`src/rtl/ctrl_pkg.sv`:
```
// Shared encodings for the multi-cycle control path: control-word bit positions,
// sequencer state codes, PC source select and exception cause values.
package ctrl_pkg;

  localparam int CW_W       = 11;
  localparam int CW_JUMP    = 10;
  localparam int CW_BRANCH  = 9;
  localparam int CW_MEM_RD  = 8;
  localparam int CW_MEM_WR  = 7;
  localparam int CW_MEM2REG = 6;
  localparam int CW_ALUOP_H = 5;
  localparam int CW_ALUOP_L = 4;
  localparam int CW_EXC     = 3;
  localparam int CW_ALU_SRC = 2;
  localparam int CW_REG_WR  = 1;
  localparam int CW_REG_DST = 0;

  localparam logic [1:0] ALUOP_HALF = 2'b11;

  typedef enum logic [2:0] {
    S_FETCH  = 3'd0,
    S_DECODE = 3'd1,
    S_EXEC   = 3'd2,
    S_MEM    = 3'd3,
    S_WB     = 3'd4,
    S_EXC    = 3'd5
  } state_e;

  typedef enum logic [1:0] {
    PC_PLUS4  = 2'b00,
    PC_BRANCH = 2'b01,
    PC_JUMP   = 2'b10,
    PC_EXC    = 2'b11
  } pc_sel_e;

  typedef enum logic [1:0] {
    EXC_NONE    = 2'b00,
    EXC_ILLEGAL = 2'b01,
    EXC_IMEM_TO = 2'b10,
    EXC_DMEM_TO = 2'b11
  } exc_cause_e;

  // alu_op of 11 on a memory access selects a halfword transfer
  function automatic logic is_half(input logic [CW_W-1:0] cw);
    return cw[CW_ALUOP_H:CW_ALUOP_L] == ALUOP_HALF;
  endfunction

endpackage

```
`src/rtl/ctrl_sequencer_wait_timer.sv`:
```
// Memory wait counter. o_tc is high during the TIMEOUT-th consecutive wait cycle,
// so the sequencer can abandon the request on that same edge.
module wait_timer #(
  parameter int TIMEOUT = 16
) (
  input  logic clk,
  input  logic rst_n,
  input  logic i_clr,
  input  logic i_en,
  output logic o_tc
);

  localparam int W = $clog2(TIMEOUT + 1);

  logic [W-1:0] r_cnt;

  always_ff @(posedge clk or negedge rst_n) begin
    if (!rst_n)     r_cnt <= '0;
    else if (i_clr) r_cnt <= '0;
    else if (i_en)  r_cnt <= r_cnt + W'(1);
  end

  assign o_tc = (r_cnt == W'(TIMEOUT - 1));

endmodule

```
`src/rtl/ctrl_sequencer.sv`:
```
// Multi-cycle instruction sequencer: walks FETCH/DECODE/EXEC/MEM/WB from the
// decoder control word, drives datapath strobes, raises exceptions, counts retires.
module ctrl_sequencer
  import ctrl_pkg::*;
#(
  parameter int TIMEOUT = 16,
  parameter int CNT_W   = 32
) (
  input  logic             clk,
  input  logic             rst_n,
  input  logic [10:0]      ctrl_word,
  input  logic             alu_zero,
  input  logic             imem_ready,
  input  logic             dmem_ready,
  input  logic             exc_ack,
  output logic             imem_req,
  output logic             ir_we,
  output logic             pc_we,
  output logic [1:0]       pc_sel,
  output logic             dmem_req,
  output logic             dmem_we,
  output logic             dmem_half,
  output logic             rf_we,
  output logic             exc_valid,
  output logic [1:0]       exc_cause,
  output logic [CNT_W-1:0] retired,
  output logic [2:0]       state
);

  state_e           r_state, w_state_nxt;
  logic [CW_W-1:0]  r_ctrl_q;
  logic [1:0]       r_cause, w_cause_nxt;
  logic [CNT_W-1:0] r_retired;
  logic             w_retire, w_wait_en, w_clr, w_tc;
  logic             w_imem_req, w_ir_we, w_pc_we, w_dmem_req;
  logic             w_dmem_we, w_dmem_half, w_rf_we, w_exc_valid;
  logic [1:0]       w_pc_sel;
  logic             w_unused;

  always_ff @(posedge clk or negedge rst_n) begin
    if (!rst_n) begin
      r_state   <= S_FETCH;
      r_ctrl_q  <= '0;
      r_cause   <= EXC_NONE;
      r_retired <= '0;
    end else begin
      r_state <= w_state_nxt;
      r_cause <= w_cause_nxt;
      if (r_state == S_DECODE) r_ctrl_q  <= ctrl_word;
      if (w_retire)            r_retired <= r_retired + CNT_W'(1);
    end
  end

  always_comb begin
    w_state_nxt = r_state;
    w_cause_nxt = r_cause;
    w_retire    = 1'b0;
    w_wait_en   = 1'b0;
    w_imem_req  = 1'b0;
    w_ir_we     = 1'b0;
    w_pc_we     = 1'b0;
    w_pc_sel    = PC_PLUS4;
    w_dmem_req  = 1'b0;
    w_dmem_we   = 1'b0;
    w_dmem_half = 1'b0;
    w_rf_we     = 1'b0;
    w_exc_valid = 1'b0;
    case (r_state)
      S_FETCH: begin
        w_imem_req = 1'b1;
        if (imem_ready) begin
          w_ir_we     = 1'b1;
          w_pc_we     = 1'b1;
          w_state_nxt = S_DECODE;
        end else begin
          w_wait_en = 1'b1;
          if (w_tc) begin
            w_state_nxt = S_EXC;
            w_cause_nxt = EXC_IMEM_TO;
          end
        end
      end
      // ctrl_q is not loaded yet, so DECODE steers from the live word
      S_DECODE: begin
        if (ctrl_word[CW_EXC]) begin
          w_state_nxt = S_EXC;
          w_cause_nxt = EXC_ILLEGAL;
        end else if (ctrl_word[CW_JUMP]) begin
          w_pc_we     = 1'b1;
          w_pc_sel    = PC_JUMP;
          w_retire    = 1'b1;
          w_state_nxt = S_FETCH;
        end else begin
          w_state_nxt = S_EXEC;
        end
      end
      S_EXEC: begin
        if (r_ctrl_q[CW_BRANCH]) begin
          w_pc_we     = alu_zero;
          w_pc_sel    = PC_BRANCH;
          w_retire    = 1'b1;
          w_state_nxt = S_FETCH;
        end else if (r_ctrl_q[CW_MEM_RD] || r_ctrl_q[CW_MEM_WR]) begin
          w_state_nxt = S_MEM;
        end else begin
          w_state_nxt = S_WB;
        end
      end
      S_MEM: begin
        w_dmem_req  = 1'b1;
        w_dmem_we   = r_ctrl_q[CW_MEM_WR];
        w_dmem_half = is_half(r_ctrl_q);
        if (dmem_ready) begin
          if (r_ctrl_q[CW_MEM_WR]) begin
            w_retire    = 1'b1;
            w_state_nxt = S_FETCH;
          end else begin
            w_state_nxt = S_WB;
          end
        end else begin
          w_wait_en = 1'b1;
          if (w_tc) begin
            w_state_nxt = S_EXC;
            w_cause_nxt = EXC_DMEM_TO;
          end
        end
      end
      S_WB: begin
        w_rf_we     = r_ctrl_q[CW_REG_WR];
        w_retire    = 1'b1;
        w_state_nxt = S_FETCH;
      end
      S_EXC: begin
        w_exc_valid = 1'b1;
        if (exc_ack) begin
          w_pc_we     = 1'b1;
          w_pc_sel    = PC_EXC;
          w_state_nxt = S_FETCH;
        end
      end
      default: w_state_nxt = S_FETCH;
    endcase
  end

  // Any state change restarts the wait count, so FETCH and MEM always enter at zero
  assign w_clr = (w_state_nxt != r_state);

  wait_timer #(.TIMEOUT(TIMEOUT)) u_wait (
    .clk   (clk),
    .rst_n (rst_n),
    .i_clr (w_clr),
    .i_en  (w_wait_en),
    .o_tc  (w_tc)
  );

  // Reset must kill requests and strobes immediately, not at the next edge
  assign imem_req  = rst_n & w_imem_req;
  assign ir_we     = rst_n & w_ir_we;
  assign pc_we     = rst_n & w_pc_we;
  assign pc_sel    = rst_n ? w_pc_sel : PC_PLUS4;
  assign dmem_req  = rst_n & w_dmem_req;
  assign dmem_we   = rst_n & w_dmem_we;
  assign dmem_half = rst_n & w_dmem_half;
  assign rf_we     = rst_n & w_rf_we;
  assign exc_valid = rst_n & w_exc_valid;
  assign exc_cause = (rst_n && r_state == S_EXC) ? r_cause : EXC_NONE;
  assign retired   = r_retired;
  assign state     = r_state;

  assign w_unused = &{1'b0, r_ctrl_q[CW_JUMP], r_ctrl_q[CW_EXC], r_ctrl_q[CW_MEM2REG],
                      r_ctrl_q[CW_ALU_SRC], r_ctrl_q[CW_REG_DST]};

endmodule

```
`config.mk`:
```
export PLATFORM = sky130hd
export DESIGN_NAME = ctrl_sequencer
export DESIGN_NICKNAME = d
export VERILOG_FILES = /design/src/rtl/ctrl_pkg.sv /design/src/rtl/ctrl_sequencer_wait_timer.sv /design/src/rtl/ctrl_sequencer.sv
export SDC_FILE = /design/constraint.sdc
export NUM_CORES = 1
export LEC_CHECK = 0
export CAP_MARGIN = 10
export CORE_UTILIZATION = 40
export CTS_BUF_LIST = sky130_fd_sc_hd__clkbuf_16
export CTS_CLUSTER_DIAMETER = 50
export CTS_CLUSTER_SIZE = 40
export DETAILED_ROUTE_END_ITERATION = 7
export DONT_BUFFER_PORTS = 1
export PLACE_DENSITY = 0.67
export SETUP_SLACK_MARGIN = 0.3
export SLEW_MARGIN = 20
export SYNTH_ARGS = -nofsm -noshare
export SYNTH_HDL_FRONTEND = slang
export SYNTH_SLANG_ARGS = --single-unit
```
`constraint.sdc`:
```
create_clock -name clk -period 1.96 [get_ports clk]
set_input_delay 0.294 -clock clk [delete_from_list [all_inputs] [get_ports clk]]
set_output_delay 0.294 -clock clk [all_outputs]
set_load 0.02 [all_outputs]
```
==> impl_metrics.yaml <==
outcome:
  outcome: "completed"
global_route:
  grtUsageMet1: 0.291
  grt_pass1_vias: 2198
  grt.busiest_layer: "met2"
  grt_usage: 0.213
  met3_usage: 0.0505
  grt_max_degree: 49
  grt_overflow: 0
  met2_usage: 0.336
  antenna_found_initial: 0
  grt_pass1_wl_um: 10800
timing:
  max_freq_ghz: 0.524
  hold_viol_final: 0
  period_share: 0.974
  slew_headroom: 0.600
  slew_violations: 0
  setup_viol: 0
  max_slew.worst_pin.slew_ps: 598
  period_minus_slack_ps: 1910
  finClkSkew_ps: 6.68
  rsz0062_at_grt: "true"
setup_path:
  crit_fanout: 7
  worst-path-buf-inv: 2
  crit_arrival_ps: 1610
  cp-start-kind: "flop"
  required_ps: 1670
  critPathCaptureType: "output pin"
  cp_cell_sequence: "clkinvlp_4, nor2_4, buf_6, and2_4, and3_4"
  critPathKind: "flop to output pin"
  crit_family: "simple AND/OR/NAND/NOR gates"
  slowest_stage: "dfrtp_2"
  max_stage_delay_ps: 480
synth:
  synth_nets: 276
  synth_area_sq_um: 2580
  avgSynthCellArea_sq_um: 10.1
  async_flop_share: 1.00
  ys_warn_count: 0
  synth_edf_count: 0
  ys.flop_type: "dfrtp_1"
  synth_top_area_share: 0.466
  ys_seq_elements: 48
  synth_cells: 256
  ys_seq_area_frac: 0.466
  synth_top_cell_by_area: "dfrtp_1"
  synth_cell_types: 42
  synth.area.top_cells: "dfrtp_1, xor2_1, xnor2_1"
power_and_ir_drop:
  finalPower_mw: 5.00
  intPower_mw: 3.03
  p_per_area_nw_per_um2: 1220
  ir_drop_mv: 0.702
  p_sw_frac: 0.394
  p_switching_mw: 1.97
  leakagePower_nw: 2.01
  power_frac_seq: 0.274
  power_frac_comb: 0.564
  clkPwrFrac: 0.161
final_layout:
  seq_area_sq_um: 1220
  diodes: 0
  finalNonFillerCells: 408
  syn_to_final_growth_pct: 59.1
  fillers: 448
  layout-drive-gt1-share: 0.529
  nets: 352
  multi_input_area_sq_um: 1820
clock_tree:
  clockBufferDepth: 2
  cts_buffers: 5
  clk_latency_ps: 280
  clk_pin_slew_ps: 60
  cts_root_buf: "clkbuf_16"
  h-tree-depth: 2
  clock_sinks: 48
  tritoncts: "done"
floorplanning:
  start_util: 0.426
  dieHeight_um: 82.3
  coreArea_sq_um: 6060
  boundaryPins: 64
  die_w_um: 82.3
  dieArea_sq_um: 6770
  rows: 28
route:
  remaining_drc_errors: 0
  drt-vias-per-instance: 5.50
  wirelength_um: 7020
  vias: 2244
  dr.pass1.iters: 4
  wl_per_cell_um: 17.2
  drtIter0Drc: 69
  ant_nets: 0
placed_design:
  dp_hpwl_um: 4240
  numPortBuffers: 0
  dp_cells: 359
  gp_congestion: 0.798
min_path:
  hold_path_class: "input pin to flop"
run:
  cap_violations: 0
power by group through the flow:
stage	Clock [mW]	Sequential, mW	Combinational, mW
floorplan	0	1.41	1.15
global placement	0	1.37	1.55
detailed placement	0	1.38	1.58
CTS	0.826	1.35	2.20
global route	0.868	1.40	3.00
finish	0.807	1.37	2.82
through the flow:
step                setup TNS [ps]  cell area [sq um]  worst slack, ps  hold slack (ps)   util
finish                           0               4110             51.6              106  0.677
global route                 -68.6               4110            -18.6              107  0.677
CTS                              0               3730             97.2             99.2  0.616
detailed placement               0               3120             20.4           -0.374  0.515
global placement                 0               3120             50.2           -0.207  0.515
floorplan                     -422               2800            -43.5            -1.59      -
layer usage:
layer	up-vias	part of all wire
met5	-	0
met4	0	0.0098
met3	6	0.057
met2	54	0.48
met1	1110	0.45
li1	1074	-
placed cells by master (no fill, tap or decap), types with 7 or more instances in the layout:
cell       count
buf_4         58
dfrtp_1       36
xor2_1        22
nand2_1       18
buf_6         13
nor4_4        12
dfrtp_2       12
nor2_1        11
nand3_1       10
nand4_1       10
xnor2_1       10
inv_1          7
clkbuf_16      7
cell usage after synthesis, drive strengths merged (3+ instances only):
library cell	n
nor3	11
or3	3
a21oi	8
xnor2	11
mux2	7
inv	6
nor2	18
nand2	22
and3	6
nand4	11
ha	3
clkbuf	7
dfrtp	48
nand3	12
o21ai	5
xor2	23
nor2b	5
nor4	13
nor4b	5
buf	6
and2	4
nand3b	3
registers in the layout (all words and copies together), names as in the netlist:
signal and count:
retired 32, r_ctrl_q 6, r_cause 2, u_wait.r_cnt 5
state 3
logic make-up after synthesis:
group | count (synthesis) | share of synthesized area
and+or+nand+nor | 118 | 0.268
DFF | 48 | 0.466
xor gates and xnor gates | 34 | 0.115
AOI/OAI and AO/OA | 26 | 0.0679
buffers and inverters | 19 | 0.0339
muxes | 8 | 0.0344
adders and majority gates | 3 | 0.0146
final timing paths:
| kind | from | end | slack (ps) | cells past startpoint |
|---|---|---|---|---|
| hold reg to reg | r_cause[0] | r_cause[0] | 510 | 1 |
| min in group asynchronous | rst_n | u_wait.r_cnt[3] | 530 | 2 |
| max in group asynchronous | rst_n | retired[8] | 1190 | 2 |
| setup reg to reg | state[0] | retired[9] | 70 | 7 |
| hold / removal | ctrl_word[3] | r_cause[1] | 110 | 1 |
| setup / recovery | state[1] | dmem_half | 50 | 5 |
area by class of cell:
type,instances,area share
Clock buffer,5,0.0305
Clock inverter,3,0.00305
Inverter,6,0.00640
Multi-Input combinational cell,189,0.443
Sequential cell,48,0.296
Tap cell,75,0.0229
Timing Repair Buffer,82,0.198
repair_timing:
action	4_1_cts	5_1_grt
setup endpoints to repair	47	51
buffers inserted	21	13
pin swaps	32	32
hold endpoints to repair	48	0
resized for setup	43	46
hold buffers	2	0
cloned	3	2
worst reg2reg max path, cell delays in order (launching register included):
cell and delay [ps]:
dfrtp_2 430, nor3b_4 160, and3b_2 260, buf_4 150, buf_6 100, a311o_2 410
nand4_1 150, xnor2_1 150
No activity file was read; power rests on OpenSTA's default activity.
